<file path="config.mk">
export PLATFORM = sky130hd
export DESIGN_NAME = clk_div_prog
export DESIGN_NICKNAME = d
export VERILOG_FILES = /design/src/rtl/clk_div_prog.sv
export SDC_FILE = /design/constraint.sdc
export NUM_CORES = 1
export LEC_CHECK = 0
export ABC_AREA = 1
export ABC_CLOCK_PERIOD_IN_PS = 5800
export CAP_MARGIN = 25
export CORE_MARGIN = 3
export CORE_UTILIZATION = 40
export CTS_CLUSTER_DIAMETER = 100
export DETAILED_ROUTE_END_ITERATION = 6
export GPL_TIMING_DRIVEN = 0
export MAX_ROUTING_LAYER = met4
export PLACE_DENSITY = 0.66
export SETUP_SLACK_MARGIN = 0.1
export SYNTH_ARGS = -nofsm -noshare
export SYNTH_HDL_FRONTEND = slang
export SYNTH_SLANG_ARGS = --single-unit
</file>
<file path="constraint.sdc">
create_clock -name clk_in -period 5.8 [get_ports clk_in]
set_clock_uncertainty 0.15 [all_clocks]
set_input_delay 1.74 -clock clk_in [delete_from_list [all_inputs] [get_ports clk_in]]
set_output_delay 1.74 -clock clk_in [all_outputs]
set_load 0.1 [all_outputs]
</file>
<file path="src/rtl/clk_div_prog.sv">
// clk_div_prog: runtime-programmable clock divider with duty control, run/drain and glitch-free reload
// Ports:
//   clk_in, rst_n (async active-low), en (run request)
//   period_in/high_in/load: config request, captured into a shadow on load
//   clk_out (registered divided clock), tick (pulse on each rising cycle)
//   load_pending (shadow not yet active), cfg_err (pulse on rejected load)
// Optional: CLK_DIV_SYNC_EN adds sync_in, forcing a period wrap in RUN/DRAIN.
module clk_div_prog #(
  parameter int WIDTH      = 8,
  parameter int DEF_PERIOD = 14,
  parameter int DEF_HIGH   = 7
) (
  input  logic             clk_in,
  input  logic             rst_n,
  input  logic             en,
  input  logic [WIDTH-1:0] period_in,
  input  logic [WIDTH-1:0] high_in,
  input  logic             load,
`ifdef CLK_DIV_SYNC_EN
  input  logic             sync_in,
`endif
  output logic             clk_out,
  output logic             tick,
  output logic             load_pending,
  output logic             cfg_err
);
  typedef enum logic [1:0] {IDLE, RUN, DRAIN} state_e;
  state_e           state_q;
  logic [WIDTH-1:0] cnt_q, cnt_d, per_q, high_q, sh_per_q, sh_high_q;
  logic             clk_q, tick_q, pend_q, err_q, ld_ok, wrap, apply;
  assign cnt_d = cnt_q + 1'b1;
  assign ld_ok = load && period_in > WIDTH'(1) && high_in != '0 && high_in < period_in;
`ifdef CLK_DIV_SYNC_EN
  assign wrap  = cnt_q == per_q - 1'b1 || sync_in;
`else
  assign wrap  = cnt_q == per_q - 1'b1;
`endif
  // IDLE behaves like a permanent period boundary: shadow is applied and a start looks like a wrap
  assign apply = state_q == IDLE || wrap;
  always_ff @(posedge clk_in or negedge rst_n) begin
    if (!rst_n) begin
      state_q   <= IDLE;
      cnt_q     <= '0;
      clk_q     <= 1'b0;
      tick_q    <= 1'b0;
      pend_q    <= 1'b0;
      err_q     <= 1'b0;
      per_q     <= WIDTH'(DEF_PERIOD);
      high_q    <= WIDTH'(DEF_HIGH);
      sh_per_q  <= WIDTH'(DEF_PERIOD);
      sh_high_q <= WIDTH'(DEF_HIGH);
    end else begin
      err_q <= load && !ld_ok;
      if (ld_ok) begin
        sh_per_q  <= period_in;
        sh_high_q <= high_in;
      end
      // a load landing on a boundary stays pending; the old shadow goes active this edge
      pend_q <= apply ? ld_ok : pend_q | ld_ok;
      if (apply) begin
        per_q   <= sh_per_q;
        high_q  <= sh_high_q;
        cnt_q   <= '0;
        clk_q   <= en;
        tick_q  <= en;
        state_q <= en ? RUN : IDLE;
      end else begin
        cnt_q   <= cnt_d;
        clk_q   <= cnt_d < high_q;
        tick_q  <= 1'b0;
        state_q <= en ? RUN : DRAIN;
      end
    end
  end
  assign clk_out      = clk_q;
  assign tick         = tick_q;
  assign load_pending = pend_q;
  assign cfg_err      = err_q;
endmodule

</file>
==> impl_summary.md, run 1 <==
Outcome
The flow ran to the end, and the final reports show no timing, DRC or antenna violations.

STA
After layout, the worst setup slack is about 2.1 ns. The hold violation count in the final report is 0. The number of slew-limit violations in the final report is 0. Setup violations remaining at the end of the flow were counted as 0. The worst slack on hold paths is 0.3148 ns.

The actual transition at the worst max-transition pin is about 0.97 ns. The achievable clock frequency is roughly 270 MHz. Setup repair after global routing left no endpoint under its margin. The worst path in the final design needs a cycle of between 3 and 4 ns, including I/O delays and setup. The relative slew slack is 0.3501. Summed over all failing endpoints, the final setup total negative slack is 0 ns. Of the available clock period, the critical path in the final layout requires 0.6330.

Finish
The number of antenna diodes in the final layout is 0. The filler cells instantiated in the layout total between 600 and 700. From synthesis to final layout, the design area changed by 17.07%. In the final layout, the share of cells above drive strength 1 is 0.1111. Excluding fillers, the count of instances in the completed layout stands at 417. The most frequent standard cell in the layout excluding fill and tap cells is sky130_fd_sc_hd__nand2_1.

The summed area of non-filler cells in the final layout is 2943 sq um. In the layout the commonest cells are 81 x sky130_fd_sc_hd__nand2_1, 48 x sky130_fd_sc_hd__inv_1, 34 x sky130_fd_sc_hd__dfrtp_1. For this run, the share of the core covered by cells in the final layout is 0.4912. For this run, the post-layout net count is about 380.

Power
In this run the power spent charging and discharging nets is between 0.4 and 0.5 mW. Total power for the finished layout comes to around 1.1 mW. The proportion of power drawn by combinational gates is 0.392. The share of total power dissipated in sequential elements is 0.434. The cell-internal power is 0.6650 mW.

Of the total power, the share spent switching nets is 0.4028. Of the total power, the clock network draws 0.174. The worst ir drop on vdd is between 0.00015 and 0.0002 V. Summed over all cells, the static leakage comes to between 1.5 and 2 nW. The cell area power density is about 380 nW/um^2.

Synth
The synthesized net count is about 350. Dividing the synthesized area by the synthesized cell count gives roughly 8.1 sq um. Counting flops with a built-in enable in the synthesized netlist gives 0. The fraction of registers with async set or reset after synthesis is 1.000. Synthesis produced 310 cells. The top flip-flop cell by instance count after synthesis is sky130_fd_sc_hd__dfrtp_1. The count of warnings emitted by yosys is 0. In this run, synthesis produced a sequential element count of 46. For this run, the register share of the synthesized area comes to 0.4639. The number of different library cells in the post-synthesis netlist is 28. The total standard cell area after synthesis is between 2000 and 3000 sq um. The cell taking the most area after synthesis is sky130_fd_sc_hd__dfrtp_1. Sorting the synthesized cells by area gives the leading types as sky130_fd_sc_hd__dfrtp_1 34%, sky130_fd_sc_hd__dfstp_2 13%, sky130_fd_sc_hd__nand2_1 12%. The share of synthesized area in the top cell type comes to 0.3385.

Clock tree
The tree is rooted in a sky130_fd_sc_hd__clkbuf_8. TritonCTS built the clock tree. The count of H-tree levels built during CTS is 2.

The clock edge transition at the registers on the reported setup and hold paths is ~0.080 ns. The quantity of hold-fixing buffers added after cts is 0. The maximum root-to-sink buffer count is 2. The post-cts gate resize count is 0. Post-CTS timing repair inserted 0 buffers for setup. For this design, the sink count on the clock tree is 46.

Buffers inserted during clock tree synthesis total 5. The later pin in the worst-skew pair is clocked with a latency of about 0.30 ns.

Global routing
The via count of the first global-routing pass is between 1.5k and 2k. The largest net degree at the start of global routing is 43. The all-layer global routing usage is 0.1485.

For this run the aggregate overflow at the end of global routing stands at 0. The initial antenna violation count is 0. The first global-routing pass estimated ~8.4 mm of wire.

Route
The count of routing violations after the opening detailed-route iteration is between 70 and 80. The DRC violation count after routing is 0. The number of antenna-violating nets in the routed design is 0.

The final routed wirelength across all metal layers is roughly 4.8 mm. After detailed routing, the average wire length per cell comes to 11.60 microns. Detailed routing inserted a total of 2014 vias. The number of vias per cell is ~4.8.

The first detailed-routing pass took 4 iterations.

Flow run
Max-cap violations in this run came to 0.

Placed design
The placed cell area is approximately 2900 sq um. Counting tap cells, the placed design contains a total of 409 instances. The number of buffer cells added on primary ports is 23. Summed over all nets, the half-perimeter wirelength after detailed placement is between 3 and 4 mm. The congestion estimate from routability-driven global placement came to between 0.8 and 0.9.

The post-placement worst setup slack is 1.819 ns.

Setup path
The start of the worst register-to-register path is cnt_q[0]. The critical path buffer and inverter count is 1. The critical path required time is 3.91 ns. The origin of the worst setup path is load_pending. The data arrival at the endpoint of the critical path is between 1.5 and 2 ns. On the critical path, the stage with the largest delay is an instance of sky130_fd_sc_hd__clkdlybuf4s50_1. The critical path startpoint category is a flip-flop. Among cell families on the critical path, the largest total delay comes from buffers and inverters. The setup path with the least slack is of type flip-flop to primary output. In this run the worst path has a maximum fanout of 2. The capturing element type of the critical path is a primary output. Traced cell by cell, the critical path runs through clkdlybuf4s50_1. On the worst path, the slowest cell contributes a delay of approximately 1.1 ns.

Floorplanning
The total area inside the core boundary comes to around 6000 sq um. The die outline area is 7271 sq um. 24 I/O pins were placed. From left edge to right edge, the die measures 85.27 microns. In this run the core area contains 28 standard-cell rows. The die height is between 80 and 90 microns.

For this configuration, the core starts out at a cell density of 0.4196.

Hold path
The kind of path behind the tightest hold check is flip-flop to flip-flop. The source of the worst hold timing path is sh_high_q[0].
path summary, 6_finish.rpt:
| check | end | slack (ns) | cells after the start |
|---|---|---|---|
| max | load_pending | 2.13 | 1 |
| min | high_q[0] | 0.31 | 2 |
| max reg2reg | clk_out | 3.58 | 11 |
| min reg2reg | high_q[0] | 0.31 | 2 |
| max in group asynchronous | sh_per_q[3] | 3.90 | 2 |
| min in group asynchronous | sh_high_q[3] | 1.10 | 1 |
routing by layer:
layer	GRT usage	part of all wire	vias up
li1	-	-	1041
met1	0.1628	0.46	927
met2	0.2627	0.49	38
met3	0.02039	0.029	8
met4	0.07194	0.024	0
met5	-	0	-
power groups by stage:
| stage | Sequential, mW | Combinational [mW] | Clock, mW |
|---|---|---|---|
| 2_1_floorplan | 0.517 | 0.297 | 0 |
| 3_3_place_gp | 0.486 | 0.428 | 0 |
| 3_5_place_dp | 0.490 | 0.441 | 0 |
| 4_1_cts | 0.483 | 0.444 | 0.200 |
| 5_1_grt | 0.496 | 0.508 | 0.208 |
| 6_report | 0.483 | 0.437 | 0.194 |
final cells by class:
cell class | count | area (sq um) | share of cell area
Buffer | 8 | 48.80 | 0.01658
Tap cell | 75 | 93.84 | 0.03189
Timing Repair Buffer | 24 | 245.2 | 0.08333
Inverter | 50 | 187.7 | 0.06378
Multi-Input combinational cell | 206 | 1111 | 0.3776
Clock inverter | 3 | 21.27 | 0.007228
Clock buffer | 5 | 68.82 | 0.02338
Sequential cell | 46 | 1166 | 0.3963
sequential cells by signal, indices dropped and copies added (netlist names):
register,count
cnt_q,8
high_q,8
per_q,8
sh_high_q,8
sh_per_q,8
state_q,2
cfg_err,1
clk_out,1
load_pending,1
tick,1
cell families (layout without fill, tap and decap cells):
kind of cell / Yosys count / in the layout / synth area share
fa+ha+maj: 16 / 16 / 0.07964
simple gates: 150 / 150 / 0.2673
xor+xnor: 9 / 9 / 0.03136
compound gates: 31 / 31 / 0.06372
buf+inv: 58 / 90 / 0.09408
flops: 46 / 46 / 0.4639
synthesized netlist by cell type, drive strengths merged, types with 3 or more instances:
master and number:
xor2 8, nand3 30, nor2 25, a21oi 10, o21ai 19, nand2 85, inv 50, clkbuf 3
dfrtp 34, nand4 6, buf 5, ha 16, dfstp 12
(Power assumes the default switching activity.)
==> inputs of run 2 (changes only) <==
Settings changed: ABC_CLOCK_PERIOD_IN_PS 5800 to 3800.
Clock period 5.8 ns to 3.8 ns, I/O delays scaled along.
==> results of run 2 <==
Same layout as run 1 (identical final DEF). Status: finished clean.
Among the figures that moved: setup slack after placement 1.819 ns -> 0.4192 ns; setup slack after layout 2.129 ns -> 0.7288 ns; register-to-register setup slack 3.58 ns -> 1.58 ns; total power 1.113 mW -> 1.699 mW; worst IR drop on VDD 0.0001606 V -> 0.0002451 V
